**src/rtl/mem_arb_pkg.sv**
```systemverilog
// Shared types and helpers for the backing-memory refill arbiter.
package mem_arb_pkg;

   typedef enum logic [1:0] {
      IDLE  = 2'd0,
      WR    = 2'd1,
      RD_DC = 2'd2,
      RD_IC = 2'd3
   } arb_state_t;

   localparam int unsigned WORD_BYTES = 4;

   // Clears the byte-offset-within-line bits of a miss address.
   function automatic logic [63:0] line_base(input logic [63:0] addr, input int unsigned off_bits);
      logic [63:0] mask;
      mask = ~((64'd1 << off_bits) - 64'd1);
      return addr & mask;
   endfunction

endpackage

```
**src/rtl/mem_refill_arbiter.sv**
```systemverilog
// Arbitrates the single-word memory port between D-cache stores, D refills and I refills,
// sequencing multi-beat line refills and raising the pipeline stall.
module mem_refill_arbiter
   import mem_arb_pkg::*;
#(
   parameter int unsigned LINE_WORDS = 4,
   parameter int unsigned ADDR_W     = 32
) (
   input  logic                          clk,
   input  logic                          rst,
   input  logic                          ic_miss,
   input  logic [ADDR_W-1:0]             ic_addr,
   input  logic                          dc_miss,
   input  logic [ADDR_W-1:0]             dc_addr,
   input  logic                          dc_wr_req,
   input  logic [ADDR_W-1:0]             dc_wr_addr,
   input  logic [31:0]                   dc_wr_data,
   output logic                          ic_fill_valid,
   output logic                          dc_fill_valid,
   output logic [$clog2(LINE_WORDS)-1:0] fill_idx,
   output logic [31:0]                   fill_data,
   output logic                          ic_done,
   output logic                          dc_done,
   output logic                          dc_wr_ack,
   output logic                          cache_miss,
   output logic                          mem_req,
   output logic                          mem_we,
   output logic [ADDR_W-1:0]             mem_addr,
   output logic [31:0]                   mem_wdata,
   input  logic                          mem_ack,
   input  logic [31:0]                   mem_rdata
);

   localparam int unsigned       CNT_W    = $clog2(LINE_WORDS);
   localparam int unsigned       OFF_BITS = $clog2(LINE_WORDS * WORD_BYTES);
   localparam logic [CNT_W-1:0]  LAST_IDX = CNT_W'(LINE_WORDS - 1);
   localparam logic [ADDR_W-1:0] STEP     = ADDR_W'(WORD_BYTES);

   arb_state_t          state_q;
   logic [CNT_W-1:0]    cnt_q;
   logic                mem_req_q;
   logic                mem_we_q;
   logic [ADDR_W-1:0]   mem_addr_q;
   logic [31:0]         mem_wdata_q;

   logic                ack_s;
   logic                rd_ack_s;
   logic                last_s;
   logic [ADDR_W-1:0]   dc_base_s;
   logic [ADDR_W-1:0]   ic_base_s;

   // An ack only counts against an outstanding request, and never while reset aborts the transfer.
   assign ack_s     = mem_ack & mem_req_q & ~rst;
   assign rd_ack_s  = ack_s & ((state_q == RD_DC) | (state_q == RD_IC));
   assign last_s    = (cnt_q == LAST_IDX);
   assign dc_base_s = ADDR_W'(line_base(64'(dc_addr), OFF_BITS));
   assign ic_base_s = ADDR_W'(line_base(64'(ic_addr), OFF_BITS));

   // Arbitration FSM with registered memory-port outputs.
   always_ff @(posedge clk) begin
      if (rst) begin
         state_q     <= IDLE;
         cnt_q       <= {CNT_W{1'b0}};
         mem_req_q   <= 1'b0;
         mem_we_q    <= 1'b0;
         mem_addr_q  <= {ADDR_W{1'b0}};
         mem_wdata_q <= 32'd0;
      end else begin
         case (state_q)
            IDLE: begin
               cnt_q <= {CNT_W{1'b0}};
               if (dc_wr_req) begin
                  state_q     <= WR;
                  mem_req_q   <= 1'b1;
                  mem_we_q    <= 1'b1;
                  mem_addr_q  <= dc_wr_addr;
                  mem_wdata_q <= dc_wr_data;
               end else if (dc_miss) begin
                  state_q    <= RD_DC;
                  mem_req_q  <= 1'b1;
                  mem_we_q   <= 1'b0;
                  mem_addr_q <= dc_base_s;
               end else if (ic_miss) begin
                  state_q    <= RD_IC;
                  mem_req_q  <= 1'b1;
                  mem_we_q   <= 1'b0;
                  mem_addr_q <= ic_base_s;
               end else begin
                  state_q   <= IDLE;
                  mem_req_q <= 1'b0;
               end
            end
            WR: begin
               if (ack_s) begin
                  state_q   <= IDLE;
                  mem_req_q <= 1'b0;
                  mem_we_q  <= 1'b0;
               end
            end
            RD_DC, RD_IC: begin
               if (ack_s) begin
                  if (last_s) begin
                     state_q   <= IDLE;
                     mem_req_q <= 1'b0;
                     cnt_q     <= {CNT_W{1'b0}};
                  end else begin
                     cnt_q      <= cnt_q + {{(CNT_W-1){1'b0}}, 1'b1};
                     mem_addr_q <= mem_addr_q + STEP;
                  end
               end
            end
            default: begin
               state_q   <= IDLE;
               mem_req_q <= 1'b0;
               mem_we_q  <= 1'b0;
            end
         endcase
      end
   end

   assign mem_req       = mem_req_q;
   assign mem_we        = mem_we_q;
   assign mem_addr      = mem_addr_q;
   assign mem_wdata     = mem_wdata_q;

   assign dc_wr_ack     = ack_s & (state_q == WR);
   assign dc_fill_valid = rd_ack_s & (state_q == RD_DC);
   assign ic_fill_valid = rd_ack_s & (state_q == RD_IC);
   assign dc_done       = dc_fill_valid & last_s;
   assign ic_done       = ic_fill_valid & last_s;
   assign fill_idx      = rd_ack_s ? cnt_q : {CNT_W{1'b0}};
   assign fill_data     = rd_ack_s ? mem_rdata : 32'd0;

   assign cache_miss    = rst ? 1'b0 : (ic_miss | dc_miss | dc_wr_req | (state_q != IDLE));

endmodule

```
**config.mk**
```make
export PLATFORM = sky130hd
export DESIGN_NAME = mem_refill_arbiter
export DESIGN_NICKNAME = d
export VERILOG_FILES = /design/src/rtl/mem_arb_pkg.sv /design/src/rtl/mem_refill_arbiter.sv
export SDC_FILE = /design/constraint.sdc
export NUM_CORES = 1
export LEC_CHECK = 0
export BUFFER_PORTS_ARGS = -buffer_cell sky130_fd_sc_hd__clkbuf_2
export CAP_MARGIN = 5
export CORE_AREA = 2 2 105 107
export DETAILED_ROUTE_END_ITERATION = 10
export DIE_AREA = 0 0 107 109
export MAX_ROUTING_LAYER = met4
export PLACE_DENSITY = 0.77
export SLEW_MARGIN = 10
export SYNTH_ARGS = -nofsm -noshare
export SYNTH_HDL_FRONTEND = slang
export SYNTH_SLANG_ARGS = --single-unit
```
**constraint.sdc**
```tcl
create_clock -name clk -period 5.3 [get_ports clk]
set_input_delay 1.06 -clock clk [delete_from_list [all_inputs] [get_ports clk]]
set_output_delay 1.06 -clock clk [all_outputs]
set_load 0.1 [all_outputs]
```
-- After elaboration in Yosys (flattened, before gate mapping)
Index checks and enable logic that the tools add are counted.
- logic and storage cells: 70
- bits of input ports: 166
- register bits after elaboration: 70
- output and inout port bits: 106
- muxes and demuxes: 30
- add/subtract/negate cells: 2
- bitwise operators: 13
- reduce and logical (&&, ||, !) cells: 10
- eq/ne operators: 9
- operators with widths (operator ; count):
    32-bit 2-to-1 mux ; 6
    32-bit one-hot mux with 2 select lines ; 1
    32-bit by 3-bit adder with 32-bit output, second input constant ; 1
    2-bit 2-to-1 mux ; 9
    1-bit 2-to-1 mux ; 10
    1-bit AND ; 8
    2-bit != test, second input constant ; 4
    2-bit equality test, second input constant ; 3
    2-bit one-hot mux with 3 select lines ; 1
    3-bit AND reduction ; 2
    2-bit nonzero test ; 3
    4-bit != test, second input constant ; 1
    1-bit OR ; 4
    2-bit one-hot mux with 2 select lines ; 1
    2-bit AND reduction ; 2
    4-bit AND reduction ; 1
    1-bit one-hot mux with 3 select lines ; 1
    2-bit by 1-bit adder with 2-bit output, second input constant ; 1
    2-bit by 1-bit equality test with 1-bit output, second input constant ; 1
    2-bit logical NOT ; 1
    1-bit one-hot mux with 2 select lines ; 1
    2-bit OR reduction ; 1
    1-bit NOT ; 1

-- Logic depth before layout (Yosys ltp)
- depth in word-level cells: 5
- mapped depth: 8
- mapped depth without buffers: 6

-- Least setup slack after synthesis
OpenSTA, ideal clock, no wires.
- path kind: input to output
- from: input rst
- to: output dc_done
- stages: 2
- required time: 4.240 ns
- arrival time: 3.370 ns
- path buffers: 0
- slack: 0.870 ns
- cell sequence: nand4b_1 -> nor3_1
- word-level cells in the longest chain between the ends: 5
- RTL lines (element ; RTL line ; text):
    start: declaration ; mem_refill_arbiter.sv:10 ; input logic rst,
    1-bit NOT ; mem_refill_arbiter.sv:53 ; assign ack_s = mem_ack & mem_req_q & ~rst;
    1-bit AND ; mem_refill_arbiter.sv:53 ;
    1-bit AND ; mem_refill_arbiter.sv:54 ; assign rd_ack_s = ack_s & ((state_q == RD_DC) | (state_q == RD_IC));
    1-bit AND ; mem_refill_arbiter.sv:127 ; assign dc_fill_valid = rd_ack_s & (state_q == RD_DC);
    1-bit AND ; mem_refill_arbiter.sv:129 ; assign dc_done = dc_fill_valid & last_s;
    end: declaration ; mem_refill_arbiter.sv:23 ; output logic dc_done,
Every way passes these cells.

-- Final worst setup path
- from: input rst
- to: output ic_fill_valid
- word-level cells in the longest chain between the ends: 4
- RTL lines (element ; RTL line ; text):
    1-bit NOT ; mem_refill_arbiter.sv:53 ;
    1-bit AND ; mem_refill_arbiter.sv:53 ;
    1-bit AND ; mem_refill_arbiter.sv:54 ;
    1-bit AND ; mem_refill_arbiter.sv:128 ; assign ic_fill_valid = rd_ack_s & (state_q == RD_IC);
    end: declaration ; mem_refill_arbiter.sv:18 ; output logic ic_fill_valid,
Every way passes these cells.

==> impl_results.md <==
- Yosys top cell by area: dfxtp_1
- Critical-path maximum fanout: 39
- TritonRoute pass-1 iters: 5
- Root buffer cell: clkbuf_8
- Worst-path clk slew: roughly 0.08 ns
- CP required: 4.24 ns
- Register area: between 1000 and 1500 sq um
- Synth top area share: 32.87%
- Syn_area_per_cell: 7.585 sq um
- Die H: approximately 110 um
- Initial Util: 40.21%
- Antenna viol nets, final: 0
- Rows: 38
- CP max stage delay: 0.91 ns
- Mapped Cells: 562
- Clk_lat worst skew: 0.36 ns
- Remaining Overflow, GRT: 0
- Share of layout cells above drive strength 1: 38.56%
- Synth warn: 0
- Cell breakdown of the critical path: clkbuf_2 -> and4b_1 -> and2_1 -> clkbuf_2
- Gr usage total: 24.57%
- Post-CTS Hold Buffers: 0
- Top_reg_cell synth: dfxtp_1
- Syn Nets: 730
- Pwr Density: 309.2 nW/um^2
- Vias/cell: around 5.3
- Post-CTS sizing: 0
- Crit path launch type: primary input
- Tcrit/Tclk final: 73.02%
- Core area: around 11000 sq um
- Crit path top cell by count: clkbuf_2
- Finish-stage setup viols: 0
- CTS tree: yes
- Post-CTS setup buffer count: 0
- RD Place Congestion: 0.8542
- Core Util, Final: 55.02%
- WL per Instance: 15.58 um
- Pre-CTS setup slack: 1.474 ns
- Drt first-iter violations: 346
- Remaining routing DRC violations: 0
- N_diodes: 0
- CTS buffer count: 9
- Relative slew slack: a little over a fifth
- Mapped cell area: 4263 sq um
- Leak: 2.772 nW
- TNS Setup: 0 ns
- Register area share after synthesis: 32.87%
- Vias in the first global route: 4258
- Tot Pwr: ~0.0018 W
- Top cells by count, synth: 102 x nand2_1, 70 x dfxtp_1, 59 x a21oi_1, 42 x and2_1, 40 x o21ai_0
- Antenna violations before repair: 0
- I/O Pins: 272
- Fill count: 1028
- Final hold vios: 0
- Area growth syn-to-layout: 36.84%
- FF+latch count, synth: 70
- Multi-input logic area: 2643 sq um
- Fin. max-slew vios: 0
- Top-count cell post-synth: nand2_1
- Hold/Removal Path Class: reg -> reg
- Final HPWL DP: 11.07 mm
- Worst vdd ir: 0.0002098 V
- Async S/R FF share, synth: 0%
- Slowest CP cell: and4b_1
- Peak Freq: 258.4 MHz
- Final Critical Period: 3.870 ns
- Die X: between 100 and 150 um
- Run status: finished, final reports clean
- H-Tree Level Count: 3
- Largest net degree at the start of global routing: just under 80
- Count of cell types in the netlist: 56
- Arr. time, crit path: 2.81 ns
- Sink Count: 70
- Post-synth EDFFs: 0
- Port bufs: between 200 and 300
- DIE AREA: 11660 sq um
- Placed cells: 928
- First-pass GRT wire length: 21.96 mm
- Total Wirelength: 14.70 mm
- Worst-margin pin slew: 1.179 ns
- PnR worst setup slack: about 1.4 ns
- Final Skew: 0.01560 ns
- Fin nets: a little under 1000
- Max_cap viols: 0
- Critical path class: in -> out
- Routed vias: between 5000 and 6000
- Top cells by area, synth: dfxtp_1 33%, nand2_1 9.0%, a21oi_1 6.9%
- Clock Tree Buf Depth: 2
- Final non-filler cell total: between 900 and 1000
- Unrepaired setup endpoints after global routing: no
- Setup crit end kind: output port
==> final timing paths <==
kind / depth (start not counted) / endpoint / slack, ns / start
min reg2reg: 2 / mem_wdata[21]$_SDFFE_PP0P_ / 0.46 / mem_wdata[21]$_SDFFE_PP0P_
max: 4 / ic_fill_valid / 1.43 / rst
min: 2 / mem_wdata[21]$_SDFFE_PP0P_ / 0.46 / mem_wdata[21]$_SDFFE_PP0P_
max reg2reg: 5 / mem_addr[6]$_SDFFE_PP0P_ / 2.76 / mem_req$_SDFFE_PP0P_
==> critical path: cells and delay by family <==
family | cells | cell delay [ns]
buffers and inverters | 2 | 0.56
and+or+nand+nor | 2 | 1.18
==> kinds of logic after synthesis <==
kind of cell / Yosys count / synth area share [%]
buffers and inverters: 49 / 5.136
xor gates and xnor gates: 3 / 0.6165
adders and majority gates: 2 / 0.5869
muxes: 41 / 10.10
AOI/OAI and AO/OA: 152 / 21.34
DFF: 70 / 32.87
and+or+nand+nor: 245 / 29.35
==> registers in the layout, indices dropped and copies added, names as in the netlist <==
signal     cells
state_q        2
cnt_q          2
mem_wdata     32
mem_we         1
mem_req        1
mem_addr      32
==> through the flow <==
stage | hold WS (ns) | instance area [sq um]
5_1_grt | 0.4750 | 5833
3_3_place_gp | 0.4413 | 5607
6_report | 0.4568 | 5833
4_1_cts | 0.4571 | 5833
2_1_floorplan | 0.4834 | 4263
3_5_place_dp | 0.4458 | 5607
==> area by class of cell <==
cell class,instances,share of cell area [%]
Inverter,5,0.3218
Multi-Input combinational cell,443,45.30
Sequential cell,70,24.02
Clock buffer,9,2.124
Tap cell,140,3.003
Timing Repair Buffer,270,23.47
Clock inverter,7,1.759
==> routing by layer <==
| metal | GRT usage (%) | routed length (um) | vias to the layer above |
|---|---|---|---|
| met5 | - | 0 | - |
| met4 | 5.937 | 178 | 0 |
| met3 | 4.065 | 1007 | 18 |
| met2 | 36.81 | 6839 | 186 |
| met1 | 34.65 | 6678 | 2323 |
| li1 | - | - | 2486 |
==> cells in the final DEF, fill, tap and decap left out, types with 3 or more instances in the layout <==
master	instances
o22ai_1	9
inv_6	3
and4_1	6
nand4_1	9
nor2b_1	3
o21ai_0	40
and3_1	6
nand2b_1	7
a21oi_1	59
dfxtp_1	70
xor2_1	3
o32ai_1	3
a22oi_1	13
clkbuf_8	9
buf_4	7
a211oi_1	8
and2_1	42
inv_1	5
clkbuf_2	263
nand3_1	11
and4b_1	3
nor3_1	10
mux2_2	16
mux2i_1	25
nor2_1	27
or3_1	3
nand2_1	102
==> power by group <==
group          total (W)  internal, W  switching, W
clock network   0.000501     0.000271      0.000230
registers       0.000626     0.000572     0.0000537
logic           0.000677     0.000159      0.000518
(Power assumes the default switching activity.)
